## config.mk

```make
export PLATFORM = sky130hd
export DESIGN_NAME = alarm_watcher_flat
export DESIGN_NICKNAME = d
export VERILOG_FILES = /design/src/rtl/alarm_watcher_if.sv /design/src/rtl/alarm_watcher.sv /design/src/flat_wrapper.sv
export SDC_FILE = /design/constraint.sdc
export NUM_CORES = 1
export LEC_CHECK = 0
export ABC_AREA = 0
export CAP_MARGIN = 20
export CORE_MARGIN = 10
export CORE_UTILIZATION = 50
export CTS_CLUSTER_DIAMETER = 200
export CTS_CLUSTER_SIZE = 12
export DETAILED_ROUTE_END_ITERATION = 16
export PLACE_DENSITY = 0.75
export SLEW_MARGIN = 20
export SYNTH_ARGS = -nofsm -noshare
export SYNTH_HDL_FRONTEND = slang
export SYNTH_SLANG_ARGS = --single-unit
```

## constraint.sdc

```tcl
create_clock -name clk -period 2.6 [get_ports clk]
set_input_delay 0.52 -clock clk [delete_from_list [all_inputs] [get_ports clk]]
set_output_delay 0.52 -clock clk [all_outputs]
set_load 0.1 [all_outputs]
```

## src/rtl/alarm_watcher_if.sv

```systemverilog
// alarm_watcher_if: one-second time broadcast from the timekeeper (master) to its consumers (slave)
//   time_valid  one-cycle strobe per second; cur_* are valid in that cycle
//   cur_hour    binary 0-23
//   cur_min     binary 0-59
//   cur_sec     binary 0-59
interface alarm_watcher_if;
  logic       time_valid;
  logic [4:0] cur_hour;
  logic [5:0] cur_min;
  logic [5:0] cur_sec;
  modport master (output time_valid, cur_hour, cur_min, cur_sec);
  modport slave (input time_valid, cur_hour, cur_min, cur_sec);
endinterface

```

## src/rtl/alarm_watcher.sv

```systemverilog
// alarm_watcher: alarm compare, ring/snooze/stop control, buzzer and status drive
//   clk, rst_n      clock, asynchronous active-low reset
//   tbus            time broadcast (alarm_watcher_if.slave)
//   alarm_enable    level; low forces IDLE and blocks ringing
//   set_hour/min    new alarm time, latched by alarm_load (rejected loads pulse load_err)
//   snooze_btn      one-cycle pulse, RINGING -> SNOOZE
//   stop_btn        one-cycle pulse, RINGING/SNOOZE -> IDLE
//   alarm_hour/min  registered alarm time
//   ringing         high in RINGING
//   snoozing        high in SNOOZE
//   buzzer          toggles on each strobe while ringing
// Optional: define SNOOZE_LIMIT_EN to cap snoozes per alarm event at MAX_SNOOZE.
module alarm_watcher #(
  parameter int SNOOZE_MIN     = 5,
  parameter int RING_TIMEOUT_S = 60,
  parameter int MAX_SNOOZE     = 3
) (
  input  logic                  clk,
  input  logic                  rst_n,
  alarm_watcher_if.slave        tbus,
  input  logic                  alarm_enable,
  input  logic [4:0]            set_hour,
  input  logic [5:0]            set_min,
  input  logic                  alarm_load,
  input  logic                  snooze_btn,
  input  logic                  stop_btn,
  output logic [4:0]            alarm_hour,
  output logic [5:0]            alarm_min,
  output logic                  load_err,
  output logic                  ringing,
  output logic                  snoozing,
  output logic                  buzzer
);
  typedef enum logic [1:0] {IDLE, RINGING, SNOOZE} state_t;
  state_t     state;
  logic [7:0] ring_cnt;
  logic [4:0] last_hour, snz_hour, tgt_hour, nxt_hour;
  logic [5:0] last_min, snz_min, tgt_min, nxt_min;
  logic [6:0] min_sum;
  logic       carry, load_ok, hit, timeout, quit, take_snooze, snooze_ok;
  always_comb begin
    // snooze target = last sampled time + SNOOZE_MIN, wrapping 60 min / 24 h
    min_sum     = 7'(last_min) + 7'(SNOOZE_MIN);
    carry       = min_sum >= 7'd60;
    nxt_min     = carry ? 6'(min_sum - 7'd60) : min_sum[5:0];
    nxt_hour    = !carry ? last_hour : (last_hour == 5'd23 ? 5'd0 : last_hour + 5'd1);
    tgt_hour    = state == SNOOZE ? snz_hour : alarm_hour;
    tgt_min     = state == SNOOZE ? snz_min : alarm_min;
    hit         = tbus.time_valid & alarm_enable & tbus.cur_sec == 6'd0 &
                  tbus.cur_hour == tgt_hour & tbus.cur_min == tgt_min;
    timeout     = tbus.time_valid & ring_cnt == 8'(RING_TIMEOUT_S - 1);
    load_ok     = set_hour < 5'd24 & set_min < 6'd60;
    // priority: disable, then stop, then timeout all beat snooze
    quit        = !alarm_enable | (state != IDLE & stop_btn) | (state == RINGING & timeout);
    take_snooze = state == RINGING & snooze_btn & snooze_ok;
  end
`ifdef SNOOZE_LIMIT_EN
  localparam int SW = $clog2(MAX_SNOOZE + 1);
  logic [SW-1:0] snooze_cnt;
  assign snooze_ok = snooze_cnt != SW'(MAX_SNOOZE);
  always_ff @(posedge clk or negedge rst_n)
    if (!rst_n) snooze_cnt <= '0;
    else if (quit) snooze_cnt <= '0;
    else if (take_snooze) snooze_cnt <= snooze_cnt + SW'(1);
`else
  localparam int max_snooze_unused = MAX_SNOOZE;
  assign snooze_ok = 1'b1;
`endif
  always_ff @(posedge clk or negedge rst_n)
    if (!rst_n) begin
      state      <= IDLE;
      ring_cnt   <= '0;
      alarm_hour <= '0;
      alarm_min  <= '0;
      last_hour  <= '0;
      last_min   <= '0;
      snz_hour   <= '0;
      snz_min    <= '0;
      load_err   <= 1'b0;
      ringing    <= 1'b0;
      snoozing   <= 1'b0;
      buzzer     <= 1'b0;
    end else begin
      load_err <= alarm_load & !load_ok;
      if (alarm_load & load_ok) begin
        alarm_hour <= set_hour;
        alarm_min  <= set_min;
      end
      if (tbus.time_valid) begin
        last_hour <= tbus.cur_hour;
        last_min  <= tbus.cur_min;
      end
      if (quit) begin
        state    <= IDLE;
        ringing  <= 1'b0;
        snoozing <= 1'b0;
        buzzer   <= 1'b0;
      end else if (state != RINGING & hit) begin
        state    <= RINGING;
        ringing  <= 1'b1;
        snoozing <= 1'b0;
        buzzer   <= 1'b1;
        ring_cnt <= '0;
      end else if (take_snooze) begin
        state    <= SNOOZE;
        ringing  <= 1'b0;
        snoozing <= 1'b1;
        buzzer   <= 1'b0;
        snz_hour <= nxt_hour;
        snz_min  <= nxt_min;
      end else if (state == RINGING & tbus.time_valid) begin
        buzzer   <= ~buzzer;
        ring_cnt <= ring_cnt + 8'd1;
      end
    end
endmodule

```

## src/flat_wrapper.sv

```systemverilog
// flat-port wrapper written by rule: the top's interface ports become plain ports
module alarm_watcher_flat 
#(
  parameter int SNOOZE_MIN     = 5,
  parameter int RING_TIMEOUT_S = 60,
  parameter int MAX_SNOOZE     = 3
)
  (clk, rst_n, alarm_enable, set_hour, set_min, alarm_load, snooze_btn, stop_btn, alarm_hour, alarm_min, load_err, ringing, snoozing, buzzer, tbus_time_valid, tbus_cur_hour, tbus_cur_min, tbus_cur_sec);
  alarm_watcher_if tbus_i ();
  input  logic clk;
  input  logic rst_n;
  input  logic alarm_enable;
  input  logic [4:0] set_hour;
  input  logic [5:0] set_min;
  input  logic alarm_load;
  input  logic snooze_btn;
  input  logic stop_btn;
  output logic [4:0] alarm_hour;
  output logic [5:0] alarm_min;
  output logic load_err;
  output logic ringing;
  output logic snoozing;
  output logic buzzer;
  input wire logic [$bits(tbus_i.time_valid)-1:0] tbus_time_valid;
  input wire logic [$bits(tbus_i.cur_hour)-1:0] tbus_cur_hour;
  input wire logic [$bits(tbus_i.cur_min)-1:0] tbus_cur_min;
  input wire logic [$bits(tbus_i.cur_sec)-1:0] tbus_cur_sec;
  assign tbus_i.time_valid = tbus_time_valid;
  assign tbus_i.cur_hour = tbus_cur_hour;
  assign tbus_i.cur_min = tbus_cur_min;
  assign tbus_i.cur_sec = tbus_cur_sec;
  alarm_watcher #(.SNOOZE_MIN(SNOOZE_MIN), .RING_TIMEOUT_S(RING_TIMEOUT_S), .MAX_SNOOZE(MAX_SNOOZE)) u_core (.clk(clk), .rst_n(rst_n), .tbus(tbus_i), .alarm_enable(alarm_enable), .set_hour(set_hour), .set_min(set_min), .alarm_load(alarm_load), .snooze_btn(snooze_btn), .stop_btn(stop_btn), .alarm_hour(alarm_hour), .alarm_min(alarm_min), .load_err(load_err), .ringing(ringing), .snoozing(snoozing), .buzzer(buzzer));
endmodule
```

==> out/metrics.cfg <==
[status]
status=completed

[floorplanning]
die-area_mm2=0.00857
core_area_mm2=0.00511
die_w_um=92.6
start_util_pct=51.5
die_h_um=92.6
io_pins=50
row_count=26

[critical_path]
reg2reg_slack_ns=0.28
crit_start=u_core.last_min[0]
worstPathRequired_ns=2.83
r2r_start=u_core.last_min[0]
critPathLaunchType=flip-flop
crit_fanout=6
critPathKind=flip-flop to flip-flop
end_kind=flip-flop
worstPathArrival_ns=2.56

[cts]
cts.clk_slew.worst_paths_ns=0.08
cts_hold_buf=0
cts-root-buf=clkbuf_8
clock_latency_ns=0.30
clock_path_buffers=2
numClockSinks=45
cts_tree=yes
cts_made_buffers=5
cts_htree_levels=2

[place]
place_hpwl_um=4930
gp_congestion=0.838
port_buffers=49
dp_cells=380

[sta]
rsz0062_at_grt=no
min_period_over_period_pct=89.4
slew_violations=0
fin_crit_ns=2.32
fin_worst_skew_ns=0.00503
slew_headroom_pct=64.3
final.setup.tns_ns=0
setup_viol=0
finalHoldViolations=0
tightest_slew_ns=0.534
fmax_mhz=430

[logic_synthesis]
synth-edff-count=0
synth_async_sr_flop_share_pct=100
synth_top_family_by_area=simple AND/OR/NAND/NOR gates
synth_top_area_share_pct=42.8
ys_ff_latch=45
synthSimpleGateAreaFrac_pct=17.4
avgSynthCellArea_um2=10.2
yosysWarnings=0
syn-instance-count=259
synth_nets=298
yosysMostFrequentCell=dfrtp_1
synth_area_leaders=dfrtp_1 (43%), mux2_2 (10%), a21oi_1 (3.4%)
synth_seq_area_share_pct=42.8
syn_area_mm2=0.00263
synth_compound_area_share_pct=16.3
synth.distinct_cells=54
synthXorXnorAreaFrac_pct=4.33
synth.mux.area_fraction_pct=13.3
synth-adder-area-share_pct=1.90
ys_top_cells_by_count=dfrtp_1 (45), mux2_2 (24), nand2_1 (23), a21oi_1 (18)
yosysTopAreaCell=dfrtp_1
ys.flop_type=dfrtp_1

[layout]
final_cell_count_no_fill=387
drive_above_1_share_pct=23.7
nets=356
syn_to_final_growth_pct=25.1
num-fill-cells=445
antennaDiodeCount=0

[global_route]
gr-total-overflow=0
grt_max_degree=27
track_usage_pct=15.4
grt_antenna_before_repair=0
grt_first_pass_wirelength_um=10900
grt_pass1_vias=2240

[power]
powerDensity_mw_per_mm2=545
vdd_drop_max_mv=0.394
leakage_uw=0.00141

[detailed_routing]
drc=0
drt_pass1_iterations=4
ant_nets=0
vias=2191
wirelength_um=6360
drt_iter0_drc=89
drt-wirelength-per-cell_um=16.4
viasPerCell=5.66

[flow_run]
max_cap_violations=0

[hold_path]
hold_class=input pin to async pin

[where the power goes]
part	total, uW	switching (uW)	internal, uW
sequential	801	57.7	744
combinational	554	346	208
clock	440	229	211
[registers in the layout, summed over array words and instances (netlist names)]
| register | flops |
|---|---|
| u_core.state | 2 |
| u_core.alarm_min | 6 |
| u_core.last_hour | 5 |
| u_core.snz_hour | 5 |
| u_core.buzzer | 1 |
| u_core.snz_min | 6 |
| u_core.last_min | 6 |
| u_core.alarm_hour | 5 |
| u_core.ring_cnt | 8 |
| u_core.load_err | 1 |
[cells in the final DEF, fill, tap and decap left out, types with 2 or more instances in the layout]
cell type        count
o311a_1              2
or2_2                4
a21oi_1             17
nand3_1             10
nand4_1              4
nand2_1             23
mux2i_1              8
o31ai_1              3
nor2b_1              2
ha_1                 4
inv_1               11
mux2_2              24
xnor2_1              6
o2111ai_1            2
buf_4               28
nand2b_1             4
nor3_1               7
clkbuf_8             6
o21ai_0             13
nor4b_1              2
clkdlybuf4s50_1     33
nor4_1               3
xor2_1               7
a22oi_1              2
o22a_1               2
nor2_1              13
a2bb2oi_1            2
a21boi_0             2
dfrtp_1             45
[routing by layer]
layer	GRT usage (%)	part of all wire [%]	up-vias	wire, um
met1	19.8	47	1061	2960
met4	5.40	1.5	0	96
met2	24.5	46	57	2940
li1	-	-	1064	-
met5	0	0	-	0
met3	4.04	5.7	9	361
[cell families after synthesis]
family                     after synthesis
adders and majority gates                4
AOI/OAI and AO/OA                       60
DFF                                     45
muxes                                   32
and+or+nand+nor                         83
buffers and inverters                   22
xor gates and xnor gates                13
[final cells by class]
cell class / count / area, um2 / area share, %
Inverter: 11 / 41.3 / 1.25
Sequential cell: 45 / 1130 / 34.2
Tap cell: 70 / 87.6 / 2.66
Multi-Input combinational cell: 192 / 1410 / 42.7
Clock buffer: 7 / 86.3 / 2.62
Timing Repair Buffer: 62 / 546 / 16.6
[path summary, 6_finish.rpt]
check / to / cells after the start
worst min-delay path: u_core.snz_hour[3] / 1
max in group asynchronous: u_core.load_err / 2
worst max-delay path: u_core.snz_hour[3] / 9
worst min register to register: u_core.snz_min[1] / 1
min in group clk: u_core.snz_min[1] / 1
worst max register to register: u_core.snz_hour[3] / 9
[worst max-delay path: stages (launching register included)]
cell	delay [ns]
dfrtp_1	0.47
ha_1	0.26
xnor2_1	0.22
ha_1	0.21
a31o_2	0.15
o311a_1	0.18
o21a_2	0.19
nand4_1	0.13
a211o_1	0.29
a31oi_1	0.15
[metrics by stage]
stage	setup slack (ns)	power, uW	hold WS (ns)	util (%)	area, um2
floorplan	0.0358	1180	0.224	-	2630
global placement	0.101	1360	0.498	62.7	3200
detailed placement	0.0671	1370	0.497	62.7	3200
CTS	0.250	1810	0.165	64.4	3290
global route	0.0353	1870	0.183	64.5	3290
finish	0.275	1800	0.157	64.5	3290
[repair_timing]
action,4_1_cts,5_1_grt
buffers inserted,0,0
resized for setup,0,2
endpoints found under the setup margin,0,1
hold endpoints to repair,0,0
No activity file was read; power rests on OpenSTA's default activity.
==> RTL change 1, RTL diff (config.mk and constraints unchanged) <==
The output `load_err` loses its register stage (`load_err` becomes a continuous assignment).
--- a/src/rtl/alarm_watcher.sv
+++ b/src/rtl/alarm_watcher.sv
@@ -77,10 +77,8 @@
       snz_hour   <= '0;
       snz_min    <= '0;
-      load_err   <= 1'b0;
       ringing    <= 1'b0;
       snoozing   <= 1'b0;
       buzzer     <= 1'b0;
     end else begin
-      load_err <= alarm_load & !load_ok;
       if (alarm_load & load_ok) begin
         alarm_hour <= set_hour;
@@ -114,4 +112,6 @@
       end
     end
+
+  assign load_err = alarm_load & !load_ok;
 endmodule
 
Behaviour: not the same (a bounded check fails within 4 cycles, from zero or initial values and one cycle with rst_n low).
==> RTL change 1 against the unedited design <==
Wire length grew 1.5%. Setup slack gained 0.018 ns. Sequential cell count shrank 1. First-iteration DRC count grew 4.5%. Synthesized cell count grew 1.2%. Sequential power shrank 2%. Total power grew 0.27%. Synthesized area grew 0.81%. Design area shrank 0.30%. Largest power group unchanged. Highest routed layer unchanged.
==> RTL change 1: results <==
group,metric,value,unit
run_status,status,"finished, final reports clean",
grt,grt_pass1_wl,11.0,mm
min_path,hold_class,"input pin to asynchronous set/reset pin",
final_layout,multi_input_cells,199,
placed_design,place.gp.congestion,0.888,
timing,max_slew_margin,55.7,%
cts,postCtsResizedCells,0,
placed_design,dpl.cell_count,377,
final_layout,multiInputGateArea,1460,sq um
yosys,syn_area,2650,sq um
placed_design,place_area,3190,sq um
final_layout,num-fill-cells,470,
final_layout,inverters,8,
placed_design,dp_slack,0.170,ns
final_layout,final_cells,385,
final_layout,buf_share,15.6,%
grt,grtUsageMet3,5.08,%
power_and_ir_drop,peakVddDrop,0.000555,V
grt,use_met2,24.5,%
setup_path,critPathTopFamily,"compound AO/OA/AOI/OAI gates",
final_layout,clkCellAreaFrac,2.74,%
yosys,synth.distinct_cells,57,
yosys,yosysSeqAreaShare,41.5,%
yosys,synth_common_cells,"dfrtp_1 (44), nand2_1 (26), mux2_2 (21), o21ai_0 (18), xnor2_1 (14)",
grt,gr-usage-met1,20.4,%
setup_path,critPathMaxStageDelay,0.46,ns
timing,fmax,433,MHz
setup_path,r2r_cells,7,
final_layout,drive_above_1_share,21.0,%
yosys,syn-mean-instance-area,10.1,sq um
final_layout,signal_buffers,56,
placed_design,dp_hpwl,5.06,mm
job,timing.max_cap.violations,0,
final_layout,syn_to_final_growth,23.7,%
drt,wl_met3,359,microns
final_layout,nets,354,
power_and_ir_drop,power.leakage,0.00139,uW
yosys,synthTopCellsByArea,"dfrtp_1 (41%), mux2_2 (8.9%), xnor2_1 (4.6%)",
setup_path,reg2reg_slack,0.29,ns
final_layout,nFlopsAndLatches,44,
drt,routedWlPerCell,16.8,microns
drt,wl_met1,3.18,mm
final_layout,diodes,0,
drt,drt_iter0_markers,93,
setup_path,cp_max_fo,10,
drt,met2_length,2.88,mm
grt,track_usage,15.6,%
yosys,synth_nets,302,
drt,vias,2153,
setup_path,worstPathArrival,2.52,ns
final_layout,clkbuf_count,8,
timing,final.setup_skew,0.00445,ns
grt,grt_max_degree,30,
final_layout,seq-cell-share,33.5,%
timing,hold_slack,0.254,ns
-- RTL change 1: cell count changes after synthesis, moves of 3 or more --
cell,before,now
nand3_1,10,6
xor2_1,7,4
o21ai_0,13,18
o21ai_2,1,4
a21oi_1,18,10
xnor2_1,6,14
nand2_1,23,26
inv_1,11,8
and2_1,0,3
mux2_2,24,21
mux2i_1,8,5
-- RTL change 1: cells by family after synthesis --
| group | after synthesis | synth area share, % |
|---|---|---|
| DFF | 44 | 41.5 |
| adders and majority gates | 5 | 2.36 |
| xor gates and xnor gates | 19 | 6.55 |
| and+or+nand+nor | 86 | 17.5 |
| muxes | 26 | 10.8 |
| buffers and inverters | 19 | 3.58 |
| AOI/OAI and AO/OA | 63 | 17.7 |
-- RTL change 1: power by group --
| group | total, uW | internal, uW | leakage [uW] | switching (uW) |
|---|---|---|---|---|
| Clock | 443 | 217 | 0.0000455 | 226 |
| Sequential | 785 | 726 | 0.000555 | 58.9 |
| Combinational | 572 | 212 | 0.000791 | 360 |
| Total | 1800 | 1160 | 0.00139 | 645 |
==> RTL change 2, RTL diff (config.mk and constraints unchanged) <==
Without the edit above. The option `SNOOZE_LIMIT_EN` is turned on by a define.
--- a/src/rtl/alarm_watcher.sv
+++ b/src/rtl/alarm_watcher.sv
@@ -11,4 +11,6 @@
 //   buzzer          toggles on each strobe while ringing
 // Optional: define SNOOZE_LIMIT_EN to cap snoozes per alarm event at MAX_SNOOZE.
+`define SNOOZE_LIMIT_EN
+
 module alarm_watcher #(
   parameter int SNOOZE_MIN     = 5,
Formal check against the unedited RTL: not equivalent (Yosys sat finds a counterexample within 10 cycles, from zero or initial values and one cycle with rst_n low).
==> RTL change 2 against the unedited design <==
Sequential cell count is 2 higher. Design area increased by 1.0%. Sequential share of layout area rose by 1.2 points. Non-clock buffer count up 5. Synthesized area is 0.29% lower. Combinational power is essentially flat. Synthesized cell count rose by 1.2%. Clock power up 2%. Total power increased by 2.6%. Wire length is 3.7% higher. Setup slack lost 0.091 ns. Critical path type is now input pin to flip-flop. Highest routed layer unchanged.
==> RTL change 2: results <==
group,metric,value,unit
yosys,synth_nets,303,
power_and_ir_drop,p_comb_share,30.0,%
drt,met2_length,3.29,mm
placed_design,dp_slack,-0.160,ns
power_and_ir_drop,power.leakage,0.00147,uW
grt,track_usage,15.6,%
yosys,synth.distinct_cells,48,
run_status,status,"finished, final reports clean",
drt,dr.pass1.iters,4,
timing,hold_slack,0.0254,ns
timing,worst_pin_slew,0.528,ns
grt,gr-usage-met1,19.4,%
drt,top_layer_used,"met4",
yosys,synthCells,262,
drt,drt_iter0_markers,136,
grt,grt_pass1_wl,10.9,mm
placed_design,place.gp.congestion,0.846,
final_layout,layout_commonest_cell,"dfrtp_1",
timing,final.setup_skew,0.0107,ns
grt,grtUsageMet3,3.47,%
final_layout,nets,367,
timing,layout_setup_ws,0.185,ns
min_path,hold_class,"input pin to asynchronous set/reset pin",
placed_design,place_area,3240,sq um
setup_path,critPathMaxStageDelay,0.54,ns
drt,via_per_inst,5.50,
drt,routedWlPerCell,16.6,microns
placed_design,dp_hpwl,5.28,mm
grt,use_met2,26.3,%
placed_design,dpl.cell_count,389,
yosys,yosysSeqAreaShare,44.8,%
yosys,synthTopCellsByArea,"dfrtp_1 (45%), mux2_2 (9.0%), nand2_1 (4.4%)",
setup_path,reg2reg_slack,0.21,ns
power_and_ir_drop,switching_share,36.2,%
setup_path,worst_setup_path_start_kind,"input pin",
drt,wl_met3,298,microns
drt,wl_met1,2.94,mm
power_and_ir_drop,internal-power,1170,uW
grt,grt_max_degree,29,
yosys,synth_common_cells,"dfrtp_1 (47), nand2_1 (31), mux2_2 (21), inv_1 (17), o21ai_0 (17)",
setup_path,startpoint,"tbus_cur_sec[0]",
setup_path,rr_startpoint,"u_core.last_min[1]$_DFFE_PN0P_",
setup_path,slowest_stage,"or4_1",
setup_path,cp_max_fo,11,
power_and_ir_drop,peakVddDrop,0.000250,V
power_and_ir_drop,clockPowerShare,24.3,%
setup_path,cp-endpoint,"u_core.buzzer$_DFFE_PN0P_",
drt,vias,2184,
## RTL change 2: changes by cell type after synthesis, sizes merged, moves of 4 or more
cell / change
nor2: -5
nor3: -5
inv: +6
nand2: +8
o21ai: +7
a21oi: -6
or2: -4
nor2b: +4
## RTL change 2: logic make-up after synthesis
logic type,count (synthesis),share of synthesized area [%]
AOI/OAI and AO/OA,58,14.7
buffers and inverters,27,4.58
xor gates and xnor gates,15,5.00
DFF,47,44.8
muxes,31,12.8
and+or+nand+nor,78,15.3
adders and majority gates,6,2.86
## RTL change 2: area by class of cell
cell class | count | area (sq um)
clock inverter | 2 | 13.8
tap | 70 | 87.6
sequential | 47 | 1180
inverter | 17 | 63.8
fill | 436 | 1780
multi-input combinational | 188 | 1330
clock buffer | 6 | 72.6
timing repair buffer | 67 | 583
## RTL change 2: worst max-delay path: cells and delay by family
| kind | cells | cell delay, ns |
|---|---|---|
| and+or+nand+nor | 3 | 0.91 |
| buffers and inverters | 2 | 0.60 |
| AOI/OAI and AO/OA | 3 | 0.61 |
